### src/rtl/fetch_pkg.sv
// fetch_pkg: shared types and constants for the instruction fetch stage.
//   fetch_entry_t     {pc, instr, misalign} record handed to decode
//   RESET_PC_DEFAULT  default PC after reset
//   INSTR_NOP         canonical nop (addi x0,x0,0) used for trap entries
package fetch_pkg;

  localparam logic [63:0] RESET_PC_DEFAULT = 64'h0000_0000_8000_0000;
  localparam logic [31:0] INSTR_NOP        = 32'h0000_0013;

  typedef struct packed {
    logic [63:0] pc;
    logic [31:0] instr;
    logic        misalign;
  } fetch_entry_t;

  localparam int unsigned ENTRY_W = $bits(fetch_entry_t);

endpackage

### src/rtl/fetch_queue.sv
// fetch_queue: synchronous FIFO with flush.
// Ports:
//   clk, reset   clock, synchronous active-high reset
//   push, din    write request / data (accepted when not full, or full with a pop)
//   pop          read request (ignored when empty)
//   flush        empties the FIFO, overrides push/pop
//   dout         head entry, stable until popped
//   full, empty, count  occupancy status
module fetch_queue #(
  parameter int unsigned WIDTH = 8,
  parameter int unsigned DEPTH = 4
) (
  input  logic                         clk,
  input  logic                         reset,
  input  logic                         push,
  input  logic                         pop,
  input  logic                         flush,
  input  logic [WIDTH-1:0]             din,
  output logic [WIDTH-1:0]             dout,
  output logic                         full,
  output logic                         empty,
  output logic [$clog2(DEPTH+1)-1:0]   count
);

  localparam int unsigned AW = (DEPTH > 1) ? $clog2(DEPTH) : 1;
  localparam int unsigned CW = $clog2(DEPTH + 1);

  logic [WIDTH-1:0] mem [DEPTH];
  logic [AW-1:0]    wr_ptr;
  logic [AW-1:0]    rd_ptr;
  logic [CW-1:0]    cnt;
  logic             do_push;
  logic             do_pop;

  // Pointers wrap explicitly so non-power-of-2 depths also work.
  function automatic logic [AW-1:0] ptr_next(input logic [AW-1:0] p);
    return (p == AW'(DEPTH - 1)) ? '0 : p + 1'b1;
  endfunction

  assign empty   = (cnt == '0);
  assign full    = (cnt == CW'(DEPTH));
  assign count   = cnt;
  assign dout    = mem[rd_ptr];
  assign do_pop  = pop && !empty;
  // Pop happens first, so a full queue may accept a push in the same cycle.
  assign do_push = push && (!full || do_pop);

  always_ff @(posedge clk) begin
    if (reset || flush) begin
      wr_ptr <= '0;
      rd_ptr <= '0;
      cnt    <= '0;
    end else begin
      if (do_push) wr_ptr <= ptr_next(wr_ptr);
      if (do_pop)  rd_ptr <= ptr_next(rd_ptr);
      cnt <= cnt + CW'(do_push) - CW'(do_pop);
    end
  end

  always_ff @(posedge clk) begin
    if (do_push && !flush && !reset) mem[wr_ptr] <= din;
  end

endmodule

### src/rtl/fetch.sv
// fetch: instruction fetch stage. Owns the PC, issues word requests to
// instruction memory, buffers {pc, instr} pairs and hands them to decode.
// Redirects flush the queue and drop responses still in flight.
// Build option: FETCH_MISALIGN_TRAP_EN -- a misaligned redirect target
// produces one misalign-flagged nop entry and stalls fetch until the next
// redirect. Without it the target's low two bits are cleared.
// Ports:
//   clk, reset                      clock, synchronous active-high reset
//   imem_req_valid/ready/addr       request port to instruction memory
//   imem_rsp_valid/data             in-order responses, always accepted
//   redirect, redirect_pc           branch/jump redirect from execute
//   out_valid/out_ready/out_entry   fetch_entry_t handshake to decode
module fetch
  import fetch_pkg::*;
#(
  parameter logic [63:0] RESET_PC    = RESET_PC_DEFAULT,
  parameter int unsigned QUEUE_DEPTH = 4,
  parameter int unsigned MAX_OUTSTND = 2
) (
  input  logic         clk,
  input  logic         reset,
  output logic         imem_req_valid,
  input  logic         imem_req_ready,
  output logic [63:0]  imem_req_addr,
  input  logic         imem_rsp_valid,
  input  logic [31:0]  imem_rsp_data,
  input  logic         redirect,
  input  logic [63:0]  redirect_pc,
  output logic         out_valid,
  input  logic         out_ready,
  output fetch_entry_t out_entry
);

  localparam int unsigned QCW = $clog2(QUEUE_DEPTH + 1);
  localparam int unsigned SCW = $clog2(MAX_OUTSTND + 1);
  localparam int unsigned OW  = $clog2(MAX_OUTSTND + 1);

  logic [63:0]  pc_q;
  logic [OW-1:0] outstanding;
  logic [OW-1:0] drop;
  logic [63:0]  redirect_tgt;
  logic         stall;
  logic         req_fire;
  logic         rsp_take;
  logic         credit_ok;

  logic         q_push;
  logic         q_pop;
  logic         q_full;
  logic         q_empty;
  logic [QCW-1:0] q_count;
  fetch_entry_t q_din;
  fetch_entry_t q_dout;

  logic [63:0]  sh_dout;
  logic         sh_full;
  logic         sh_empty;
  logic [SCW-1:0] sh_count;
  logic         unused_status;

  assign unused_status = ^{q_full, sh_count};

`ifdef FETCH_MISALIGN_TRAP_EN
  logic trap_pend;
  logic misaligned;

  assign misaligned   = |redirect_pc[1:0];
  assign redirect_tgt = redirect_pc;
`else
  assign redirect_tgt = {redirect_pc[63:2], 2'b00};
  assign stall        = 1'b0;
`endif

  // Credit rule: every in-flight request already owns a queue slot.
  assign credit_ok = (32'(outstanding) + 32'(q_count) < QUEUE_DEPTH) &&
                     (32'(outstanding) < MAX_OUTSTND) && !sh_full;

  assign imem_req_valid = !reset && !redirect && !stall && credit_ok;
  assign imem_req_addr  = pc_q;
  assign req_fire       = imem_req_valid && imem_req_ready;

  // Responses are taken only when not owed to a pre-redirect request.
  assign rsp_take = imem_rsp_valid && (drop == '0) && !redirect && !sh_empty;

  always_comb begin
    q_din          = '0;
    q_din.pc       = sh_dout;
    q_din.instr    = imem_rsp_data;
    q_din.misalign = 1'b0;
    q_push         = rsp_take;
`ifdef FETCH_MISALIGN_TRAP_EN
    // pc_q holds the misaligned target while the trap entry is pending.
    if (trap_pend) begin
      q_din.pc       = pc_q;
      q_din.instr    = INSTR_NOP;
      q_din.misalign = 1'b1;
      q_push         = 1'b1;
    end
`endif
  end

  assign q_pop     = out_ready && !redirect;
  assign out_valid = !q_empty;
  assign out_entry = q_dout;

  fetch_queue #(.WIDTH(ENTRY_W), .DEPTH(QUEUE_DEPTH)) u_queue (
    .clk   (clk),
    .reset (reset),
    .push  (q_push),
    .pop   (q_pop),
    .flush (redirect),
    .din   (q_din),
    .dout  (q_dout),
    .full  (q_full),
    .empty (q_empty),
    .count (q_count)
  );

  // In-order PC of each in-flight request, matched to its response.
  fetch_queue #(.WIDTH(64), .DEPTH(MAX_OUTSTND)) u_pc_shadow (
    .clk   (clk),
    .reset (reset),
    .push  (req_fire),
    .pop   (rsp_take),
    .flush (redirect),
    .din   (pc_q),
    .dout  (sh_dout),
    .full  (sh_full),
    .empty (sh_empty),
    .count (sh_count)
  );

  always_ff @(posedge clk) begin
    if (reset) begin
      pc_q        <= RESET_PC;
      outstanding <= '0;
      drop        <= '0;
    end else begin
      case ({req_fire, imem_rsp_valid})
        2'b10:   outstanding <= outstanding + 1'b1;
        2'b01:   outstanding <= outstanding - 1'b1;
        default: outstanding <= outstanding;
      endcase
      if (redirect) begin
        pc_q <= redirect_tgt;
        // Everything still in flight after this cycle belongs to the old path.
        drop <= outstanding - OW'(imem_rsp_valid);
      end else begin
        if (imem_rsp_valid && (drop != '0)) drop <= drop - 1'b1;
        if (req_fire) pc_q <= pc_q + 64'd4;
      end
    end
  end

`ifdef FETCH_MISALIGN_TRAP_EN
  always_ff @(posedge clk) begin
    if (reset) begin
      stall     <= 1'b0;
      trap_pend <= 1'b0;
    end else if (redirect) begin
      stall     <= misaligned;
      trap_pend <= misaligned;
    end else begin
      trap_pend <= 1'b0;
    end
  end
`endif

endmodule

### config.mk
export PLATFORM = sky130hd
export DESIGN_NAME = fetch
export DESIGN_NICKNAME = d
export VERILOG_FILES = /design/src/rtl/fetch_pkg.sv /design/src/rtl/fetch_queue.sv /design/src/rtl/fetch.sv
export SDC_FILE = /design/constraint.sdc
export NUM_CORES = 1
export LEC_CHECK = 0
export ABC_AREA = 1
export BUFFER_PORTS_ARGS = -buffer_cell sky130_fd_sc_hd__buf_2
export CAP_MARGIN = 5
export CORE_UTILIZATION = 33
export DETAILED_ROUTE_END_ITERATION = 10
export PLACE_DENSITY = 0.5
export SETUP_SLACK_MARGIN = 0.2
export SLEW_MARGIN = 20
export SYNTH_ARGS = -nofsm -noshare
export SYNTH_HDL_FRONTEND = slang
export SYNTH_SLANG_ARGS = --single-unit
### constraint.sdc
create_clock -name clk -period 13.05 [get_ports clk]
set_clock_uncertainty 0.1 [all_clocks]
set_input_delay 0.6525 -clock clk [delete_from_list [all_inputs] [get_ports clk]]
set_output_delay 0.6525 -clock clk [all_outputs]
set_load 0.02 [all_outputs]
# ---- Yosys cells after proc, flatten, opt, wreduce, memory -nomap -nowiden
# Memory sizes are Yosys's and may differ from the RTL's. A register that Yosys moved wholly into a read port is not among the register bits.
# Cells that the tools add are included.
dict set report classes {
  add_sub_neg 14
  n_lt_le_gt_ge 2
  eq_ne 6
  muxes 17
  n_reduce_logical 35
}
# cell n
set op_table {}
lappend op_table {{64-bit two-way mux} 2}
lappend op_table {{64-bit by 3-bit adder with 64-bit output, second input constant} 1}
lappend op_table {{1-bit logical AND} 18}
lappend op_table {{2-bit two-way mux} 6}
lappend op_table {{2-bit equality test, second input constant} 4}
lappend op_table {{1-bit two-way mux} 8}
lappend op_table {{2-bit nonzero test} 4}
lappend op_table {{2-bit by 1-bit adder with 2-bit output, second input constant} 3}
lappend op_table {{1-bit zero test} 6}
lappend op_table {{2-bit by 3-bit adder with 4-bit output} 1}
lappend op_table {{2-bit zero test} 2}
lappend op_table {{4-bit by 3-bit less-than comparator with 1-bit output, second input constant} 1}
lappend op_table {{2-bit case mux with 2 select lines} 1}
lappend op_table {{2-bit by 1-bit subtractor with 2-bit output} 2}
lappend op_table {{2-bit by 1-bit subtractor with 2-bit output, second input constant} 2}
lappend op_table {{3-bit by 1-bit adder with 3-bit output} 1}
lappend op_table {{3-bit equality test, second input constant} 1}
lappend op_table {{3-bit zero test} 1}
lappend op_table {{1-bit logical OR} 3}
lappend op_table {{3-bit by 1-bit subtractor with 3-bit output} 1}
lappend op_table {{1-bit adder, second input constant} 2}
lappend op_table {{2-bit by 1-bit adder with 2-bit output} 1}
lappend op_table {{2-bit by 1-bit equality test with 1-bit output, second input constant} 1}
lappend op_table {{2-bit less-than comparator, second input constant} 1}
lappend op_table {{2-bit OR reduction} 1}
dict set report totals {
  regBits 79
  mem_bits_rw 512
  in_bits 102
  output_inout_bits 163
  mem_count 2
}
# name depth width read_ports rd_ports_with_merged_regs wr line
set memory_table {}
lappend memory_table {u_queue.mem 4 96 1 1 1 fetch_queue.sv:28} ;# logic [WIDTH-1:0] mem [DEPTH];
lappend memory_table {u_pc_shadow.mem 2 64 1 1 1 fetch_queue.sv:28}

# ---- Logic depth before layout (Yosys ltp)
# Gate-level depths: netlist of run 1.
dict set report depth {
  word_depth 11
  depth_mapped 13
  ltp_nobuf 13
}

# ---- Modules after synthesis
# A second synthesis of run 1 with hierarchy kept.
dict set report unflattened {
  cells_unflattened 2167
  hier_area_um2 25137.9
}
# mod n_inst cells_per_inst area_per_inst_um2
set modules_own_cells {}
lappend modules_own_cells {{fetch_queue at u_queue} 1 1010 14845.5}
lappend modules_own_cells {{fetch_queue at u_pc_shadow} 1 245 5195.0}
lappend modules_own_cells {fetch 1 912 5097.4}

# ---- Least setup slack after synthesis of run 1
# Ideal clock, no wire load.
dict set report synth_timing {
  kind {input-to-reg}
  from {in redirect}
  to {mem u_queue.mem[0][0] (netlist bit) (enable)}
  t_arrival_ns 5.269
  setup_slack_ns 7.134
  path_stages 8
  cell_sequence {buf_6 inv_1 nand2_1 inv_1 nand2_1 inv_1 nand2_1 nor2_1}
}
dict set report synth_between {
  elab_chain_len 9
  word_cells_on_any_way 11
  cone_classes {mux (2); reduce/logical (9)}
}
# element line
set synth_rtl {}
lappend synth_rtl {{start: declaration} fetch.sv:27} ;# input logic redirect,
lappend synth_rtl {{1-bit zero test (*)} {fetch_queue.sv:61, fetch.sv:83, fetch.sv:102}}
lappend synth_rtl {{1-bit logical AND} fetch.sv:102} ;# assign q_pop = out_ready && !redirect;
lappend synth_rtl {{1-bit logical AND} fetch_queue.sv:44} ;# assign do_pop = pop && !empty;
lappend synth_rtl {{1-bit logical OR} fetch_queue.sv:46} ;# assign do_push = push && (!full || do_pop);
lappend synth_rtl {{1-bit logical AND} fetch_queue.sv:46}
lappend synth_rtl {{1-bit logical AND (*) (2 in a row)} fetch_queue.sv:61} ;# if (do_push && !flush && !reset) mem[wr_ptr] <= din;
lappend synth_rtl {{1-bit two-way mux (*)} fetch_queue.sv:61}
lappend synth_rtl {{1-bit two-way mux (not written as such) (*)} fetch_queue.sv:61}
lappend synth_rtl {{end: declaration} fetch_queue.sv:28}
# Mark *: on every way between the ends. The rest lies on a longest branch, timed or not.

==> metrics.md, run 1 <==
| Metric | Value |
|---|---|
| Reg2reg setup slack | `9.71 ns` |
| Worst-path maximum fanout | `between 100 and 150` |
| Global Route Usage Sum | `0.1817` |
| Fin area | `0.02801 sq mm` |
| Routed len/inst | `around 21 um` |
| Max-cap violation count | `0` |
| Via count | `approximately 16000` |
| YS warnings | `0` |
| # port buffers | `257` |
| Top-Level Pins | `about 270` |
| Die width | `about 270 um` |
| Area of placed instances | `about 0.026 sq mm` |
| Postcts setup bufs | `0` |
| Yosys cell types | `42` |
| CTS H-Tree Depth | `2` |
| Vias/cell | `approximately 5` |
| DR iter-0 viols | `about 1200` |
| Clock-pin slew on the worst setup and hold paths | `0.06 ns` |
| Area leader, netlist | `edfxtp_1` |
| Pleak | `9.861 nW` |
| Post-Syn Instances | `2026` |
| Fillers | `between 6000 and 7000` |
| Reg-to-reg critical path startpoint | `drop[0]` |
| Top cells by count, synth | `edfxtp_1, nor2_1, nand2_1` |
| CP delay by family, top | `buffers and inverters` |
| Number of synthesized flops with an enable pin | `500` |
| RSZ-0062 raised after global routing | `false` |
| Synthesis-stage register bit count | `just under 600` |
| DRT Wirelength | `roughly 69000 um` |
| Pin count of the biggest net entering global routing | `between 100 and 150` |
| Final Max Tran Viols | `0` |
| Hold Vio Cnt, Final | `0` |
| Setup crit end kind | `output port` |
| Share of cells above drive strength 1 | `0.2002` |
| WHS Path Cells | `1` |
| Worst path bufs/invs | `3` |
| Core area | `between 0.07 and 0.08 sq mm` |
| Final min period | `~4.2 ns` |
| Min-Delay Path Class | `in -> reg` |
| Detail Placement HPWL | `roughly 43000 um` |
| Avg Inst Size Synth | `11.76 sq um` |
| Slew headroom | `0.2864` |
| Ys async rst share | `0` |
| Slew at the pin with the worst max-slew slack | `~1.1 ns` |
| Post-synthesis cell area | `roughly 0.024 sq mm` |
| Count leader, synth | `edfxtp_1` |
| Initial antenna violation count | `19` |
| CP arrival | `3.46 ns` |
| Synth top area share | `0.6300` |
| Nets@finish | `2384` |
| Cts hold-fix bufs | `0` |
| Hold path endpoint | `u_queue.mem[3][1]` |
| Pwr dens | `approximately 140 mW/mm^2` |
| First-pass GRT wire length | `between 90000 and 100000 um` |
| Total global routing overflow | `0` |
| DIE AREA | `0.07330 sq mm` |
| CTS tree | `done` |
| Levels on crit path | `5` |
| Worst reg2reg endpoint | `u_queue.mem[0][63]` |
| Hold Startpoint | `imem_rsp_data[1]` |
| Post-DRT Antenna Nets | `0` |
| Synth Flop Type | `edfxtp_1` |
| Num Clock Sinks | `580` |
| Status | `completed` |
| # DRC | `0` |
| Die Ht | `around 270 um` |
| R2r worst-path depth | `11` |
| Peak supply drop | `between 90 and 100 uV` |
| Crit path cell chain | `inv_6, buf_4, o21ai_0, o22ai_1, buf_2` |
| Fmax | `between 0.2 and 0.25 GHz` |
| Seq. cell area | `around 0.017 sq mm` |
| Slowest library cell on the worst path | `buf_4` |
| Worst Path Class, Setup | `reg -> out` |
| Clk root buf | `clkbuf_16` |
| Clk buf depth | `3` |
| Area of the multi-input gates | `between 0.006 and 0.007 sq mm` |
| Count of final setup violators | `0` |
| Post-synthesis sequential area ratio | `0.6972` |
| CTS buffer count | `just over 60` |
| Critical Path RT | `12.30 ns` |
| Resized cells post-CTS | `0` |
| Final clock period utilization by the worst path | `0.3228` |
| Core Rows | `roughly 100` |
| Gp weighted congestion | `around 0.90` |
| Number of global-route vias before repair | `15160` |
| Initial core utilization | `0.3334` |
| Area delta synth->final | `17.51%` |
| Area contributors post-synth | `edfxtp_1, dfxtp_1, nor2_1` |
| TritonRoute pass-1 iters | `5` |
| Clock insertion delay at the later pin of the skew report | `0.62 ns` |
| Max incr delay on CP | `0.77 ns` |
| Startpoint Class | `flop` |
| Setup tns final | `0 ns` |
-- cells by family (layout without fill, tap and decap cells) --
kind of cell    count (synthesis)  after routing  synth area share
simple gates                  720            720            0.1225
flops                         580            580            0.6972
compound gates                409            409           0.09313
buf+inv                       200            483           0.03538
mux                            62             62           0.02929
xor+xnor                       40             40           0.01470
fa+ha+maj                      14             14          0.007665
other cells                     1             13         0.0001573
-- worst max-delay path by stage --
stage | start | slack, ns | to
2_1_floorplan | redirect | 7.13 | u_queue.mem[0][0]
3_3_place_gp | redirect | 8.89 | u_queue.mem[1][3]
3_5_place_dp | redirect | 8.89 | u_queue.mem[0][6]
4_1_cts | flop | 8.76 | out_entry[41]
5_1_grt | flop | 8.62 | out_entry[54]
6_report | flop | 8.84 | out_entry[41]
-- layout make-up --
type | instances | share of cell area
Sequential cell | 580 | 0.5936
Multi-Input combinational cell | 1250 | 0.2297
Clock buffer | 80 | 0.05848
Timing Repair Buffer | 275 | 0.05075
Tap cell | 950 | 0.04244
Inverter | 100 | 0.01358
Clock inverter | 28 | 0.01068
Antenna cell | 8 | 0.0007148
-- per-stage QoR --
stage	hold WS (ns)	setup slack [ns]	cells	total power, mW	util
global placement	0.3327	8.889	3155	2.247	0.3644
finish	0.1547	8.838	3271	3.911	0.3918
global route	0.1156	8.623	3267	4.037	0.3916
floorplan	0.3255	7.134	2030	2.176	-
detailed placement	0.3357	8.889	3155	2.251	0.3644
CTS	0.1067	8.760	3263	3.954	0.3915
-- power by group --
| group | internal, mW | switching, mW | total (mW) |
|---|---|---|---|
| registers | 2.03 | 0.0409 | 2.07 |
| clock network | 0.995 | 0.706 | 1.70 |
| logic | 0.0476 | 0.0915 | 0.139 |
-- registers in the layout, indices dropped and copies added, names as in the netlist, 2 cells and up, named ones only --
| signal | cells |
|---|---|
| u_queue.mem | 376 |
| u_pc_shadow.mem | 124 |
| imem_req_addr | 62 |
| u_queue.count | 3 |
| drop | 2 |
| outstanding | 2 |
| u_pc_shadow.count | 2 |
| u_queue.rd_ptr | 2 |
| u_queue.wr_ptr | 2 |
-- metal layers --
metal  vias to the layer above  global-route usage  wire length (um)
met5                         -                   0                51
met4                         8             0.05085              1408
met3                        98             0.03461              4567
met2                       424              0.2939             32180
met1                      7968              0.2483             30310
li1                       7630                   -                 -
-- placed cells by master (no fill, tap or decap), types with 32 or more instances in the layout --
| cell type | count |
|---|---|
| a21oi_1 | 52 |
| nand2_1 | 305 |
| nor2_1 | 333 |
| o22ai_1 | 94 |
| nand3_1 | 32 |
| mux2_2 | 62 |
| clkbuf_16 | 61 |
| dfxtp_1 | 77 |
| edfxtp_1 | 500 |
| buf_2 | 257 |
| inv_1 | 94 |
| o21ai_0 | 230 |
No activity file was read; power rests on OpenSTA's default activity.
==> run 2: changes to the inputs <==
--- a/config.mk
+++ b/config.mk
@@ -10,7 +10,7 @@
 export CAP_MARGIN = 5
 export CORE_UTILIZATION = 33
 export DETAILED_ROUTE_END_ITERATION = 10
-export PLACE_DENSITY = 0.5
+export PLACE_DENSITY = 0.52
 export SETUP_SLACK_MARGIN = 0.2
 export SLEW_MARGIN = 20
 export SYNTH_ARGS = -nofsm -noshare
==> constraint.sdc (replaced) <==
create_clock -name clk -period 3.5 [get_ports clk]
set_clock_uncertainty 0.1 [all_clocks]
set_input_delay 0.175 -clock clk [delete_from_list [all_inputs] [get_ports clk]]
set_output_delay 0.175 -clock clk [all_outputs]
set_load 0.02 [all_outputs]
==> run 2 against run 1 <==
Sequential share of layout area down 2.5 points; wire length about the same; critical path type is now reg -> reg; register-to-register slack got worse by 9.2 ns; critical path depth up 5; highest routed layer is now met4; hold slack got worse by 0.092 ns.
==> metrics.md, run 2 (synthesis results as in run 1) <==
| Metric | Value |
|---|---|
| CTS H-Tree Depth | `2` |
| Switching share of total power | `0.2174` |
| Nets@finish | `about 2500` |
| Fmax | `0.3352 GHz` |
| Vias/cell | `approximately 4.9` |
| TritonRoute pass-1 iters | `5` |
| Die width | `approximately 270 um` |
| RSZ-0062 raised after global routing | `false` |
| Startpoint Class | `flop` |
| CP delay by family, top | `buffers and inverters` |
| Share of cells above drive strength 1 | `0.1986` |
| Final min period | `just under 3 ns` |
| Peak supply drop | `~320 uV` |
| Worst-path maximum fanout | `40` |
| Core area | `0.07149 sq mm` |
| Combinational fraction of design power | `0.044` |
| Final Max Tran Viols | `0` |
| Crit path cell chain | `ha_1, nand3_1, o211ai_2, nor2_4, nand2_4, nand2_4, inv_2, nand2_1, o211ai_1, dlygate4sd3_1` |
| Final clock period utilization by the worst path | `0.8524` |
| Num Clock Sinks | `slightly below 600` |
| Clk buf depth | `3` |
| Detail Placement HPWL | `42890 um` |
| Min-Delay Path Class | `in -> reg` |
| Most common cell after layout, fill and taps aside | `edfxtp_1` |
| Area delta synth->final | `22.67%` |
| Largest register FFs | `around 380` |
| CTS tree | `done` |
| Placed insts | `3168` |
| Gp weighted congestion | `roughly 0.94` |
| # DRC | `0` |
| Worst Path Class, Setup | `reg -> reg` |
| Max-cap violation count | `0` |
| Slew at the pin with the worst max-slew slack | `0.9006 ns` |
| First-pass GRT wire length | `100200 um` |
| Number of global-route vias before repair | `roughly 16000` |
| Top-Level Pins | `265` |
| Sequential power share | `0.526` |
| Via count | `~17000` |
| # port buffers | `around 260` |
| Postcts setup bufs | `0` |
| Setup tns final | `0 ns` |
| Critical Path Most Common Cell | `nand2_4` |
| CTS buffer count | `between 60 and 70` |
| Internal power | `11.47 mW` |
| Core Rows | `98` |
| Initial core utilization | `0.3334` |
| Initial antenna violation count | `1` |
| Clock-pin slew on the worst setup and hold paths | `~0.07 ns` |
| Post-DRT Antenna Nets | `0` |
| Sw Pwr | `approximately 3.2 mW` |
| Slew headroom | `0.3996` |
| Total global routing overflow | `0` |
| Worst path bufs/invs | `2` |
| Setup crit end kind | `flop` |
| Routed len/inst | `20.24 um` |
| Die Ht | `270.7 um` |
| Global Route Usage Sum | `0.1826` |
| DR iter-0 viols | `about 1300` |
| Max incr delay on CP | `0.66 ns` |
| Reg with most FFs | `u_queue.mem` |
| Fin cells | `between 3000 and 4000` |
| Commonest non-fill, non-tap cells in the layout | `edfxtp_1, nor2_1, nand2_1` |
| DIE AREA | `around 0.073 sq mm` |
| Clk root buf | `clkbuf_16` |
| Pin count of the biggest net entering global routing | `around 190` |
| CP arrival | `3.45 ns` |
| Clock share of power | `0.430` |
| Pleak | `between 10 and 15 nW` |
| Status | `completed` |
| Hold Vio Cnt, Final | `0` |
| Pwr dens | `about 500 mW/mm^2` |
| Clock insertion delay at the later pin of the skew report | `around 0.62 ns` |
| Count of final setup violators | `0` |
| Slowest library cell on the worst path | `inv_2` |
| DRT Wirelength | `between 60000 and 70000 um` |
| Critical Path RT | `about 4.0 ns` |
-- run 2: per-stage QoR --
step | instance area, sq um | utilization | setup slack [ns] | power [mW] | hold WS [ns]
after global placement | 26260 | 0.3673 | 0.8241 | 8.401 | 0.2860
after global routing | 29240 | 0.4090 | 0.3768 | 15.16 | 0.05601
after CTS | 29230 | 0.4090 | 0.5382 | 14.82 | 0.01846
final | 29240 | 0.4090 | 0.5165 | 14.65 | 0.06276
after floorplan | 23870 | - | -0.6782 | 8.114 | 0.1739
after detailed placement | 26260 | 0.3673 | 0.8271 | 8.412 | 0.2934
-- run 2: repair_timing --
action | CTS | global route
hold endpoints to repair | 208 | 0
hold buffers | 102 | 0
resized for setup | 0 | 0
-- run 2: area by class of cell --
cell class	instances	area, sq um
fillers	6741	42250
multi-input cells	1250	6434
well taps	950	1189
repair buffers	390	2653
clock buffers	70	1603
clock inverters	42	351.6
diodes	1	2.502
inverters	100	380.4
flip-flops and latches	580	16620
-- run 2: worst min-delay path, cell delays in order --
cell and delay (ns):
buf_2 0.15, inv_1 0.07, buf_4 0.22, a21oi_1 0.09
-- run 2: routing by layer --
metal | vias up | part of all wire | track usage
li1 | 7859 | - | -
met1 | 8218 | 0.45 | 0.2454
met2 | 473 | 0.48 | 0.3076
met3 | 69 | 0.053 | 0.02805
met4 | 0 | 0.019 | 0.04594
met5 | - | 0 | 0
-- run 2: final timing paths --
path / slack (ns) / cells after the start / startpoint / to
max reg2reg: 0.52 / 10 / outstanding[1] / imem_req_addr[31]
max: 0.52 / 10 / outstanding[1] / imem_req_addr[31]
min: 0.06 / 4 / redirect / imem_req_addr[5]
min reg2reg: 0.36 / 1 / u_pc_shadow.rd_ptr / flop
-- run 2: power by group through the flow --
stage	Sequential [mW]	Combinational [mW]	Clock (mW)
2_1_floorplan	7.85	0.267	0
3_3_place_gp	7.86	0.542	0
3_5_place_dp	7.86	0.550	0
4_1_cts	7.71	0.645	6.46
5_1_grt	7.72	0.699	6.74
6_report	7.71	0.641	6.30
